**src/rtl/updn_counter_mod.sv**
```systemverilog
// updn_counter_mod: modulo-MODULUS up/down counter with synchronous load,
// terminal-count flags and a registered wrap pulse.
//
// Parameters:
//   WIDTH    counter width in bits (2..16)
//   MODULUS  count range 0..MODULUS-1 (2 <= MODULUS <= 2**WIDTH)
// Ports:
//   clk      rising-edge clock
//   rst      asynchronous active-high reset (count=0, wrap=0)
//   en       count enable
//   dir      direction, 0 = up, 1 = down
//   load     synchronous load strobe (highest priority)
//   load_val load value, clipped to MODULUS-1
//   count    registered count
//   at_max   count == MODULUS-1
//   at_min   count == 0
//   tc       terminal count in the current direction
//   wrap     one-cycle pulse after a wrapping edge
// Build option:
//   UPDN_COUNTER_SAT_EN  saturate at the range ends instead of wrapping;
//                        wrap is then constant 0.

module updn_counter_mod #(
    parameter int WIDTH   = 4,
    parameter int MODULUS = 16
) (
    input  logic             clk,
    input  logic             rst,
    input  logic             en,
    input  logic             dir,
    input  logic             load,
    input  logic [WIDTH-1:0] load_val,
    output logic [WIDTH-1:0] count,
    output logic             at_max,
    output logic             at_min,
    output logic             tc,
    output logic             wrap
);

    localparam logic [WIDTH-1:0] MAX_V = WIDTH'(MODULUS - 1);
    localparam logic [WIDTH-1:0] ONE_V = WIDTH'(1);

    logic [WIDTH-1:0] count_d;
    logic             wrap_d;
    logic             load_over;
    logic [WIDTH-1:0] load_clip;

    // MODULUS may equal 2**WIDTH, so compare in 32 bits.
    assign load_over = 32'(load_val) >= MODULUS;
    assign load_clip = load_over ? MAX_V : load_val;

    assign at_max = (count == MAX_V);
    assign at_min = (count == '0);
    assign tc     = dir ? at_min : at_max;

    always_comb begin
        count_d = count;
        wrap_d  = 1'b0;
        if (load) begin
            count_d = load_clip;
        end else if (en) begin
            if (!dir) begin
                if (at_max) begin
`ifdef UPDN_COUNTER_SAT_EN
                    count_d = count;
`else
                    count_d = '0;
                    wrap_d  = 1'b1;
`endif
                end else begin
                    count_d = count + ONE_V;
                end
            end else begin
                if (at_min) begin
`ifdef UPDN_COUNTER_SAT_EN
                    count_d = count;
`else
                    count_d = MAX_V;
                    wrap_d  = 1'b1;
`endif
                end else begin
                    count_d = count - ONE_V;
                end
            end
        end
    end

    always_ff @(posedge clk or posedge rst) begin
        if (rst) begin
            count <= '0;
            wrap  <= 1'b0;
        end else begin
            count <= count_d;
            wrap  <= wrap_d;
        end
    end

endmodule
```
**config.mk**
```make
export PLATFORM = sky130hd
export DESIGN_NAME = updn_counter_mod
export DESIGN_NICKNAME = d
export VERILOG_FILES = /design/src/rtl/updn_counter_mod.sv
export SDC_FILE = /design/constraint.sdc
export NUM_CORES = 1
export LEC_CHECK = 0
export ABC_AREA = 1
export BUFFER_PORTS_ARGS = -buffer_cell sky130_fd_sc_hd__buf_2
export CORE_AREA = 2 2 39 41
export CTS_CLUSTER_DIAMETER = 40
export CTS_CLUSTER_SIZE = 12
export DETAILED_ROUTE_END_ITERATION = 8
export DIE_AREA = 0 0 41 43
export HOLD_SLACK_MARGIN = 0.1
export PLACE_DENSITY = 0.54
export SKIP_CTS_REPAIR_TIMING = 1
export SYNTH_ARGS = -nofsm -noshare
export SYNTH_HDL_FRONTEND = slang
export SYNTH_SLANG_ARGS = --single-unit
```
**constraint.sdc**
```tcl
create_clock -name clk -period 1.7 [get_ports clk]
set_input_delay 0.34 -clock clk [delete_from_list [all_inputs] [get_ports clk]]
set_output_delay 0.34 -clock clk [all_outputs]
set_load 0.02 [all_outputs]
```
## Word level (Yosys, flattened, before mapping)

Index checks and enable logic that the tools add are counted.

- Bits in registers: 5
- Input bits: 9
- Output and inout port bits: 8

- $add $sub $neg: 2
- Equality and inequality tests: 1
- Multiplexer cells: 11
- Reductions and logical operators: 2

Operator list:

| operator | count |
|---|---|
| $mux 4 | 5 |
| $mux 1 | 6 |
| $add 4x1->4 const B | 1 |
| $eq 4x4->1 const B | 1 |
| $logic_not 4->1 | 1 |
| $sub 4x1->4 const B | 1 |
| $reduce_bool 2->1 | 1 |

## Longest topological paths before layout

- Depth after elaboration: 5
- Depth in mapped cells: 8
- Depth with buffers taken out: 8

## Worst setup path after synthesis

Ideal clock, no wire load.

- Path type: reg-to-output
- Start point: register count[0]
- End point: output tc
- Data arrival time: 1.353 ns
- Required time: 1.360 ns
- Setup slack: 0.007 ns
- Cell stages (with the launch flop): 7
- Path buffers: 0
- Cell sequence: dfrtp_1 -> inv_1 -> ha_1 -> nand2_1 -> nor2_2 -> nand2_2 -> nand2_1

- Word-level cells in the longest chain between the ends: 2
- Elaborated cells between the ends (all ways): 3

Ends and longest elaborated chain:

| what | line | source |
|---|---|---|
| from (decl) | 33 | `output logic [WIDTH-1:0] count,` |
| from (signal assigned) | 93 | `count <= count_d;` |
| $logic_not 4->1 | 53 | `assign at_min = (count == '0);` |
| named net at_min | 35 | `output logic at_min,` |
| $mux 1 | 54 | `assign tc = dir ? at_min : at_max;` |
| to (decl) | 36 | `output logic tc,` |

The timed path passes the listed nets, and every way through them passes these cells.

## Final worst setup path

- Start point: register count[0]
- End point: output tc

- Word-level cells in the longest chain between the ends: 2
- Elaborated cells between the ends (all ways): 3

Ends and longest elaborated chain:

| what | line |
|---|---|
| $eq 4x4->1 / $logic_not 4->1 (equally long branches) | 52, 53 |
| $mux 1 * | 54 |

Mark *: on every way between the ends. The rest lies on a longest branch, timed or not.

==> flow_metrics.env <==
export IMPL_postRouteAntennaNets=0
export IMPL_whs_endpoint="count[0]"
export IMPL_leakage_nw=0.3308
export IMPL_final_cell_mix="buf_2, nand2_1, inv_1"
export IMPL_swShare_pct=37.43
export IMPL_fp_dieH_um=43
export IMPL_timing_rr_end="count[0]"
export IMPL_ys_types=19
export IMPL_cts_buffer_depth=2
export IMPL_place_gp_congestion=0.7957
export IMPL_dieArea_mm2=0.001763
export IMPL_cts_sinks=5
export IMPL_hold_path_startpoint="load_val[0]"
export IMPL_p_sw_uw=185.5
export IMPL_report_final_slew_viol_count=0
export IMPL_path_max_fanout=6
export IMPL_cts_tree="done"
export IMPL_grt_use_total_pct=12.31
export IMPL_critPathRequiredTime_ps=1360
export IMPL_min_period_over_period_pct=98.60
export IMPL_p_clk_share_pct=27.6
export IMPL_core_mm2=0.001384
export IMPL_cap_violations=0
export IMPL_slowest_delay_ps=440
export IMPL_grt_antenna_before_repair=0
export IMPL_num_vias=465
export IMPL_root_buffer="clkbuf_4"
export IMPL_power_density_mw_per_mm2=825.5
export IMPL_synth_seq_cells=5
export IMPL_placement_cell_area_um2=490.5
export IMPL_area_growth_pct=53.85
export IMPL_peakVddDrop_uv=354.5
export IMPL_power_internal_uw=310.2
export IMPL_finalHoldViolCount=0
export IMPL_grt_overflow_total=0
export IMPL_fin_nets=94
export IMPL_wl_per_cell_um=11.16
export IMPL_drt_iter0_markers=14
export IMPL_num_antenna_cells=0
export IMPL_io_pins=17
export IMPL_portBuffers=16
export IMPL_syn_area_um2=390.4
export IMPL_syn_num_nets=67
export IMPL_outcome="finished, final reports clean"
export IMPL_holdPathStages=3
export IMPL_cpMostUsedCell="nand2_2"
export IMPL_cp_end_kind="primary output"
export IMPL_reg2regPathDepth=9
export IMPL_place_hpwl_um=777.3
export IMPL_whs_ps=338.5
export IMPL_layout_commonest_cell="buf_2"
export IMPL_hold_class="in -> reg"
export IMPL_dr_pass1_iters=5
export IMPL_ys_seq_area_share_pct=32.05
export IMPL_layout_min_cycle_time_ps=1676
export IMPL_clock_skew_ps=3.774
export IMPL_final_area_um2=600.6
export IMPL_ys_warn_count=0
export IMPL_slew_headroom_pct=77.75
export IMPL_cts_buffers=3
export IMPL_finalSetupViolCount=0
export IMPL_row_count=14
export IMPL_first_global_vias=349
export IMPL_path_cells="inv_2 > ha_4 > nand2_4 > nor2_4 > nand2_2 > nand2_2 > buf_6"
export IMPL_avgSynthCellArea_um2=6.971
export IMPL_ff2ff_setup_slack_ps=370
export IMPL_initial_utilization_pct=28.21
export IMPL_r2r_start="count[0]"
export IMPL_vias_per_cell=4.745
export IMPL_max_freq_mhz=596.6
export IMPL_cp_start_kind="flop"
export IMPL_grt_max_degree=9
export IMPL_criticalPathCategory="reg -> out"
export IMPL_drc=0
export IMPL_syn_inst=56
export IMPL_rsz0062_at_grt="true"
export IMPL_worst_pin_slew_ps=333.8
export IMPL_finalWirelength_um=1094
export IMPL_slowest_stage="dfrtp_2"
export IMPL_grt_pass1_wl_um=1400
export IMPL_cts_reportedPaths_clkPinSlew_ps=40
export IMPL_power_frac_comb_pct=39.6
export IMPL_clock_latency_ps=240
export IMPL_crit_arrival_ps=1340
export IMPL_final_layout_size_suffix_gt1_share_pct=45.12
export IMPL_pwr_share_seq_pct=32.9
export IMPL_htree_levels=1
export IMPL_die_x_um=41
[layout make-up]
| type | count | area [um2] |
|---|---|---|
| clock buffers | 4 | 26.28 |
| repair buffers | 22 | 133.9 |
| inverters | 10 | 37.54 |
| flip-flops and latches | 5 | 127.6 |
| fillers | 158 | 783.3 |
| well taps | 16 | 20.02 |
| multi-input cells | 41 | 255.2 |
[state kept, by name, indices dropped and copies added, names as in the netlist]
name   cells
count      4
wrap       1
[synthesized netlist by cell type]
| master | instances | share of area, % |
|---|---|---|
| a21oi_1 | 2 | 2.6 |
| a22oi_1 | 2 | 3.8 |
| dfrtp_1 | 5 | 32 |
| ha_1 | 2 | 6.4 |
| inv_1 | 8 | 7.7 |
| inv_2 | 2 | 1.9 |
| nand2_1 | 15 | 14 |
| nand2_2 | 1 | 1.6 |
| nand3_1 | 5 | 6.4 |
| nand3_2 | 1 | 2.6 |
| nand4_1 | 1 | 1.6 |
| nor2_1 | 3 | 2.9 |
| nor2_2 | 2 | 3.2 |
| o21ai_1 | 2 | 2.6 |
| o21bai_1 | 1 | 1.9 |
| o221ai_1 | 1 | 2.2 |
| or2_1 | 1 | 1.6 |
| xnor2_1 | 1 | 2.2 |
| xor2_1 | 1 | 2.2 |
[worst max-delay path: cells and delay by family, from the launching register on]
family / cells / cell delay (ps)
flip-flops: 1 / 440
AND/OR/NAND/NOR: 4 / 290
buffers and inverters: 2 / 210
adder cells (fa/ha/maj): 1 / 150
[metal layers]
metal	track usage [%]	routed length, um
met1	14.38	449
met3	4.712	70
met4	8.000	19
met2	17.81	555
met5	0	0
[how the worst max path moves through the flow]
stage | to | start | slack, ps
2_1_floorplan | tc | count[0] | 7
3_3_place_gp | tc | count[0] | 190
3_5_place_dp | tc | count[0] | 160
4_1_cts | tc | count[0] | -100
5_1_grt | tc | count[0] | -50
6_report | tc | count[0] | 20
[power groups by stage]
stage          Sequential [mW]  Combinational, mW  Clock (mW)
2_1_floorplan            0.173             0.0879           0
3_3_place_gp             0.161              0.154           0
3_5_place_dp             0.162              0.152           0
4_1_cts                  0.160              0.153       0.143
5_1_grt                  0.167              0.212       0.156
6_report                 0.163              0.196       0.137
[cell families (layout without fill, tap and decap cells)]
logic type / count (synthesis) / after routing / share of synthesized area (%)
and+or+nand+nor: 29 / 29 / 34.30
buffers and inverters: 10 / 36 / 9.616
AOI/OAI and AO/OA: 8 / 8 / 13.14
DFF: 5 / 5 / 32.05
adders and majority gates: 2 / 2 / 6.409
xor gates and xnor gates: 2 / 2 / 4.488
[metrics by stage]
stage / utilization, % / worst slack, ps / setup TNS (ps) / total power [mW] / cells
after floorplan: - / 6.679 / 0 / 0.2605 / 56
after global placement: 35.44 / 192.4 / 0 / 0.3145 / 88
after detailed placement: 35.44 / 162.6 / 0 / 0.3138 / 88
after CTS: 37.34 / -104.0 / -108.1 / 0.4563 / 92
after global routing: 43.40 / -54.50 / -54.50 / 0.5347 / 98
final: 43.40 / 23.82 / 0 / 0.4958 / 98
No activity file was read; power rests on OpenSTA's default activity.
